==> src/rtl/wave_generator.sv <==
// rtl/wave_generator.sv - phase-accumulator oscillator with square/saw/triangle/off waveforms
module wave_generator #(
  parameter int M = 6,
  parameter int N = 11
) (
  input  logic         clk,
  input  logic         rst,
  input  logic         sample_en,
  input  logic         sync,
  input  logic [M-1:0] incr,
  input  logic [1:0]   mode,
  input  logic [M-1:0] duty,
  output logic [N-1:0] wave,
  output logic         valid
);

  localparam logic [1:0]   MODE_SQUARE = 2'd0;
  localparam logic [1:0]   MODE_SAW    = 2'd1;
  localparam logic [1:0]   MODE_TRI    = 2'd2;
  localparam logic [1:0]   MODE_OFF    = 2'd3;
  localparam logic [M-1:0] DUTY_HALF   = {1'b1, {(M-1){1'b0}}};

  logic [M-1:0] phase;
  logic [1:0]   mode_q;
  logic [M-1:0] duty_q;

  logic [M:0]   sum;
  logic         wrap;
  logic         reload;
  logic [M-1:0] phase_next;
  logic [1:0]   mode_next;
  logic [M-1:0] duty_next;
  logic [M-2:0] tri_t;
  logic [N-1:0] saw_w;
  logic [N-1:0] tri_w;
  logic [N-1:0] sample;

  always_comb begin
    sum    = {1'b0, phase} + {1'b0, incr};
    wrap   = sum[M];
    // An idle (off) channel reloads on any strobe so it can start without waiting for a wrap.
    reload = sync | (sample_en & (wrap | (mode_q == MODE_OFF)));

    if (sync)
      phase_next = '0;
    else if (sample_en)
      phase_next = sum[M-1:0];
    else
      phase_next = phase;

    mode_next = reload ? mode : mode_q;
    duty_next = reload ? duty : duty_q;

    saw_w = N'(phase_next) << (N - M);
    tri_t = phase_next[M-1] ? ~phase_next[M-2:0] : phase_next[M-2:0];
    tri_w = N'(tri_t) << (N - M + 1);

    case (mode_next)
      MODE_SQUARE: sample = (phase_next >= duty_next) ? '1 : '0;
      MODE_SAW:    sample = saw_w;
      MODE_TRI:    sample = tri_w;
      default:     sample = '0;
    endcase
  end

  always_ff @(posedge clk) begin
    if (rst) begin
      phase  <= '0;
      mode_q <= MODE_OFF;
      duty_q <= DUTY_HALF;
      wave   <= '0;
      valid  <= 1'b0;
    end else begin
      phase  <= phase_next;
      mode_q <= mode_next;
      duty_q <= duty_next;
      if (sample_en | sync) begin
        wave  <= sample;
        valid <= 1'b1;
      end else begin
        valid <= 1'b0;
      end
    end
  end

endmodule

==> config.mk <==
export PLATFORM = sky130hd
export DESIGN_NAME = wave_generator
export DESIGN_NICKNAME = d
export VERILOG_FILES = /design/src/rtl/wave_generator.sv
export SDC_FILE = /design/constraint.sdc
export NUM_CORES = 1
export LEC_CHECK = 0
export CORE_ASPECT_RATIO = 1.1
export CORE_UTILIZATION = 35
export DETAILED_ROUTE_END_ITERATION = 6
export PLACE_DENSITY = 0.64
export SYNTH_ARGS = -nofsm -noshare
export SYNTH_HDL_FRONTEND = slang
export SYNTH_SLANG_ARGS = --single-unit
==> constraint.sdc <==
create_clock -name clk -period 5.3 [get_ports clk]
set_input_delay 0.795 -clock clk [delete_from_list [all_inputs] [get_ports clk]]
set_output_delay 0.795 -clock clk [all_outputs]
set_load 0.02 [all_outputs]
==> metrics.yaml, run 1 <==
status: "finished, final reports clean"
leakagePower_nw: 0.719
layout_commonest_cell: "clkdlybuf4s50_1"
r2r-end: "wave[10]"
synth_top_area_cell: "dfxtp_1"
core_um2: 3990
worst_pin_slew_ps: 742
chipWidth_um: 63.7
async_flop_share_pct: 0
globalRoute.busiestLayer: "met2"
yosysWarnings: 0
diodes: 0
ys_seq_area_share_pct: 30.1
rr_worst_depth: 13
vias: 1280
drtPass1Iterations: 4
synth_edf_count: 0
fmax_mhz: 224
cap_viol_max_count: 0
cellPowerDensity_nw_per_um2: 263
cts_sinks: 22
rr_startpoint: "phase[0]"
drc_errors: 0
clock_latency_ps: 270
globalRouteMet2Util_pct: 29.6
min_to: "wave[7]"
layout_common_cells: "29 x clkdlybuf4s50_1, 25 x nor2_1, 22 x dfxtp_1"
gr-usage-met1_pct: 21.5
setup_tns_ps: 0
required_ps: 5450
ios: 30
grt.total_usage_pct: 16.8
skew_ps: 10.1
endpoint_kind: "register"
synth_area_leaders: "dfxtp_1 30%, ha_1 10%, nor2_1 6.4%, mux2i_1 4.8%, nand2_1 3.1%"
start_kind: "input port"
setup_violations: 0
rsz0062_at_grt: "false"
wl_per_cell_um: 14.7
hp-class: "reg2reg"
start_util_pct: 36.7
cts_tree: "yes"
drt-total-wl_um: 3520
first_iter_violations: 30
fp.dieH_um: 69.8
cts_resized: 0
yosysTopAreaCellShare_pct: 30.1
synthFlopType: "dfxtp_1"
final_min_period_over_clock_period_pct: 84.2
synth_cells: 162
cp_slowest_cell: "fa_1"
fin_area_um2: 1830
ys_seq_elements: 22
syn_nets: 193
holdBufCountCts: 0
grt_max_degree: 19
slew_headroom_pct: 50.2
fin_crit_ps: 4460
ir_drop_v: 0.000106
vias_per_cell: 5.33
grt_pass1_wl_um: 5970
overflow: 0
arrival_ps: 4610
slew_violations: 0
root_buffer: "clkbuf_8"
htreeDepth: 1
drive_gt1_share_pct: 11.2
grt_pass1_vias: 1298
path_clk_slew_ps: 90
clk_path_buf_depth: 2
avgSynthCellArea_um2: 9.04
finalHoldViolCount: 0
rrSetupSlack_ps: 1490
hold_start: "wave[7]"
syn-cell-area_um2: 1460
cts_buffers: 3
synthDistinctLibCells: 47
crit_chain: "clkdlybuf4s50_1 -> ha_1 -> fa_1 -> a211oi_2 -> o211ai_1 -> a21oi_2 -> mux2_2 -> ha_1 -> nand2b_1 -> a2111oi_0 -> o31a_1 -> o211ai_1 -> a32oi_1 -> o211ai_2"
postCtsSetupBuffers: 0
die-area_um2: 4450
hpwl_um: 2710
worst-path-max-fanout: 6
dpl-instance-area_um2: 1760
crit_type: "in2reg"
gp_congestion: 0.762
port_buffers: 29
slowest_delay_ps: 440
use_met3_pct: 2.14
ant_nets: 0
num_rows: 24
whs_path_depth: 2
area_growth_pct: 25.3
grt_antenna_before_repair: 0
fin_nets: 220
nFillCells: 395
==> worst max path at each step <==
stage | start | cells after the start | slack [ps] | to
after floorplan | incr[0] | 13 | 1280 | wave[10]
after detailed placement | incr[0] | 14 | 560 | wave[10]
after global routing | incr[0] | 14 | 620 | wave[7]
final | incr[0] | 14 | 840 | wave[10]
after CTS | incr[0] | 14 | 820 | wave[7]
after global placement | incr[0] | 14 | 680 | wave[10]
==> critical path: cells and delay by family <==
family          cells  cell delay, ps
buf+inv             1             410
compound gates      8            1930
simple gates        1             140
fa+ha+maj           3             950
mux                 1             410
==> sequential cells by signal, indices dropped and copies added (netlist names) <==
register  cells
wave          7
mode_q        2
phase         6
valid         1
duty_q        6
==> stage by stage <==
stage	instances	utilization, %	setup WS (ps)	power [mW]	hold WS (ps)
floorplan	162	-	1280	0.282	453
global placement	236	44.1	676	0.322	453
detailed placement	236	44.1	556	0.326	467
CTS	240	45.9	815	0.484	489
global route	240	45.9	615	0.508	513
finish	240	45.9	836	0.482	490
==> kinds of logic (layout without fill, tap and decap cells) <==
family | after synthesis | after routing | synth area share, %
mux | 9 | 9 | 6.32
xor+xnor | 5 | 5 | 2.99
flops | 22 | 22 | 30.1
fa+ha+maj | 13 | 13 | 11.6
buf+inv | 12 | 38 | 5.38
simple gates | 62 | 62 | 21.2
compound gates | 39 | 39 | 22.4
==> Yosys cell counts (2+ instances only) <==
library cell / instances
nor2_1: 25
dfxtp_1: 22
ha_1: 12
nand2_1: 12
mux2i_1: 7
a21oi_1: 6
buf_4: 5
nor2b_1: 5
xnor2_1: 5
inv_1: 4
o21ai_0: 4
o221ai_1: 4
nand2b_1: 3
nand3b_1: 3
nor3_1: 3
a211oi_1: 2
a211oi_2: 2
a31oi_1: 2
a32oi_1: 2
and2_2: 2
buf_6: 2
mux2_2: 2
o211ai_1: 2
o211ai_2: 2
o31ai_1: 2
==> cell type report <==
class / instances / area, µm² / area share [%]
clock buffer: 3 / 41.3 / 2.25
clock inverter: 1 / 30.0 / 1.64
inverter: 4 / 15.0 / 0.819
multi-input combinational: 128 / 945 / 51.5
sequential: 22 / 440 / 24.0
tap: 52 / 65.1 / 3.55
timing repair buffer: 30 / 298 / 16.2
==> power by group <==
part | total [mW] | internal (mW) | switching [mW]
sequential | 0.185 | 0.178 | 0.00780
combinational | 0.138 | 0.0645 | 0.0734
clock | 0.159 | 0.101 | 0.0581
==> routing by layer <==
layer  vias to the layer above  share of wire (%)
met5                         -                  0
met4                         0               0.40
met3                         2                3.8
met2                        32                 49
met1                       610                 47
li1                        636                  -
Power figures use the tool's default switching activity.
==> inputs of run 2 (changes only) <==
==> constraint.sdc (replaced) <==
create_clock -name clk -period 4.6 [get_ports clk]
set_input_delay 0.69 -clock clk [delete_from_list [all_inputs] [get_ports clk]]
set_output_delay 0.69 -clock clk [all_outputs]
set_load 0.02 [all_outputs]
==> run 2 against run 1 <==
  * Critical path depth unchanged
  * Clock skew decreased by 6.2 ps
  * Clock power increased by 15%
  * Power increased by 15%
  * Hold slack got worse by 8.3 ps
  * Register-to-register slack got worse by 430 ps
  * Die area unchanged
  * Routed wire length decreased by 6.1%
  * Global-route usage decreased by 0.80 points
  * Non-clock buffer count increased by 3
  * Largest cell class unchanged
==> metrics.yaml, run 2 (synthesis results as in run 1) <==
postCtsSetupBuffers: 0  # unchanged
rrSetupSlack_ps: 1060  # was 1490 ps
fin_nets: 223  # was 220
slew_violations: 0  # unchanged
required_ps: 4750  # was 5450 ps
largest_register: "wave"  # unchanged
crit_chain: "clkdlybuf4s50_1 -> ha_1 -> fa_1 -> a211oi_2 -> o211ai_1 -> a21oi_2 -> mux2_2 -> ha_1 -> nand2b_1 -> a2111oi_0 -> o31a_1 -> o211ai_1 -> a32oi_1 -> o211ai_2"  # unchanged
largest_reg_flops: 7  # unchanged
fin_crit_ps: 4080
chipWidth_um: 63.7  # unchanged
ios: 30  # unchanged
drt-total-wl_um: 3310  # was 3520 µm
finalHoldViolCount: 0  # unchanged
final_min_period_over_clock_period_pct: 88.7
status: "finished, final reports clean"  # unchanged
vias_per_cell: 5.16  # was 5.33
ant_nets: 0  # unchanged
die-area_um2: 4450  # unchanged
overflow: 0  # unchanged
slowest_delay_ps: 430  # was 440 ps
clk_path_buf_depth: 2  # unchanged
path_clk_slew_ps: 80  # was 90 ps
leakagePower_nw: 0.734  # was 0.719 nW
grt_pass1_vias: 1269  # was 1298
layout_commonest_cell: "clkdlybuf4s50_1"  # unchanged
rr_startpoint: "phase[0]"  # unchanged
vias: 1254  # was 1280
gp_congestion: 0.759  # was 0.762
port_buffers: 29  # unchanged
skew_ps: 3.88  # was 10.1 ps
clock_latency_ps: 270  # about the same
worst_pin_slew_ps: 699  # was 742 ps
multi_input_area_um2: 945  # unchanged
slew_headroom_pct: 53.1  # was 50.2%
hpwl_um: 2550  # was 2710 µm
area_growth_pct: 26.8  # was 25.3%
cap_viol_max_count: 0  # unchanged
nFillCells: 383  # was 395
setup_tns_ps: 0  # unchanged
start_util_pct: 36.7  # unchanged
cellPowerDensity_nw_per_um2: 299  # was 263 nW/µm²
htreeDepth: 1  # unchanged
r2r-end: "wave[10]"  # unchanged
endpoint_kind: "register"  # unchanged
largest_registers: "wave x7, duty_q x6, phase x6"  # unchanged
cts_resized: 0  # unchanged
first_iter_violations: 50  # was 30
drive_gt1_share_pct: 12.6  # was 11.2%
seq_area_um2: 440  # unchanged
cts_buffers: 3  # unchanged
cts_sinks: 22  # unchanged
num_rows: 24  # unchanged
core_um2: 3990  # unchanged
start_kind: "input port"  # unchanged
startpoint: "incr[0]"  # unchanged
fp.dieH_um: 69.8  # unchanged
hp-class: "reg2reg"  # unchanged
dpl-instance-area_um2: 1790  # was 1760 µm²
cts_tree: "yes"  # unchanged
power_mw: 0.556  # was 0.482 mW
grt_antenna_before_repair: 0  # unchanged
rr_worst_depth: 13  # unchanged
layout_common_cells: "29 x clkdlybuf4s50_1, 25 x nor2_1, 22 x dfxtp_1"  # unchanged
diodes: 0  # unchanged
root_buffer: "clkbuf_8"  # unchanged
grt_pass1_wl_um: 5560  # was 5970 µm
holdBufCountCts: 0  # unchanged
dp_slack_ps: 231  # was 556 ps
drc_errors: 0  # unchanged
whs_path_depth: 2  # unchanged
worst-path-max-fanout: 3  # was 6
fin_util_pct: 46.5  # was 45.9%
endpoint: "wave[10]"  # unchanged
drtPass1Iterations: 4  # unchanged
setup_violations: 0  # unchanged
hold_start: "wave[7]"  # unchanged
fmax_mhz: 245
crit_type: "in2reg"  # unchanged
wl_per_cell_um: 13.6  # was 14.7 µm
cp_slowest_cell: "fa_1"  # unchanged
rsz0062_at_grt: "false"  # unchanged
grt.total_usage_pct: 16.0  # was 16.8%
arrival_ps: 4230  # was 4610 ps
fin_area_um2: 1860  # was 1830 µm²
ir_drop_v: 0.000147  # was 0.000106 V
fin_ws_ps: 521  # was 836 ps
grt_max_degree: 19  # unchanged
-- run 2: cell types whose count changed in the layout (fill, tap and decap cells not counted) --
cell	delta
buf_4	+3
-- run 2: power by group --
part / switching (mW) / internal (mW) / leakage, nW
Combinational: 0.0833 / 0.0771 / 0.517
Sequential: 0.00831 / 0.205 / 0.181
Clock: 0.0664 / 0.116 / 0.0357
Total: 0.158 / 0.398 / 0.734
-- run 2: critical path: cells and delay by family --
kind / cells / cell delay (ps)
buf+inv: 1 / 400
mux: 1 / 370
fa+ha+maj: 3 / 940
compound gates: 8 / 1690
simple gates: 1 / 130
-- run 2: worst min-delay path by stage --
stage,endpoint
floorplan,duty_q[5]
global placement,wave[8]
detailed placement,wave[9]
CTS,wave[9]
global route,wave[9]
finish,wave[7]
-- run 2: layer usage --
| metal | share of wire, % | routed length [µm] | track usage, % | vias to the layer above |
|---|---|---|---|---|
| li1 | - | - | - | 643 |
| met2 | 46 | 1520 | 26.8 | 38 |
| met5 | 0 | 0 | 0 | - |
| met1 | 48 | 1580 | 19.6 | 567 |
| met4 | 2.4 | 79 | 9.09 | 0 |
| met3 | 4.1 | 135 | 1.64 | 6 |
-- run 2: through the flow --
step | std cells | hold slack, ps
after global placement | 239 | 452
final | 243 | 482
after detailed placement | 239 | 458
after global routing | 243 | 523
after CTS | 243 | 486
after floorplan | 162 | 453
-- run 2: cell type report --
cell class                      count  share of cell area [%]
Clock buffer                        3                    2.22
Clock inverter                      1                    1.62
Inverter                            4                   0.809
Multi-Input combinational cell    128                    50.9
Sequential cell                    22                    23.7
Tap cell                           52                    3.50
Timing Repair Buffer               33                    17.3
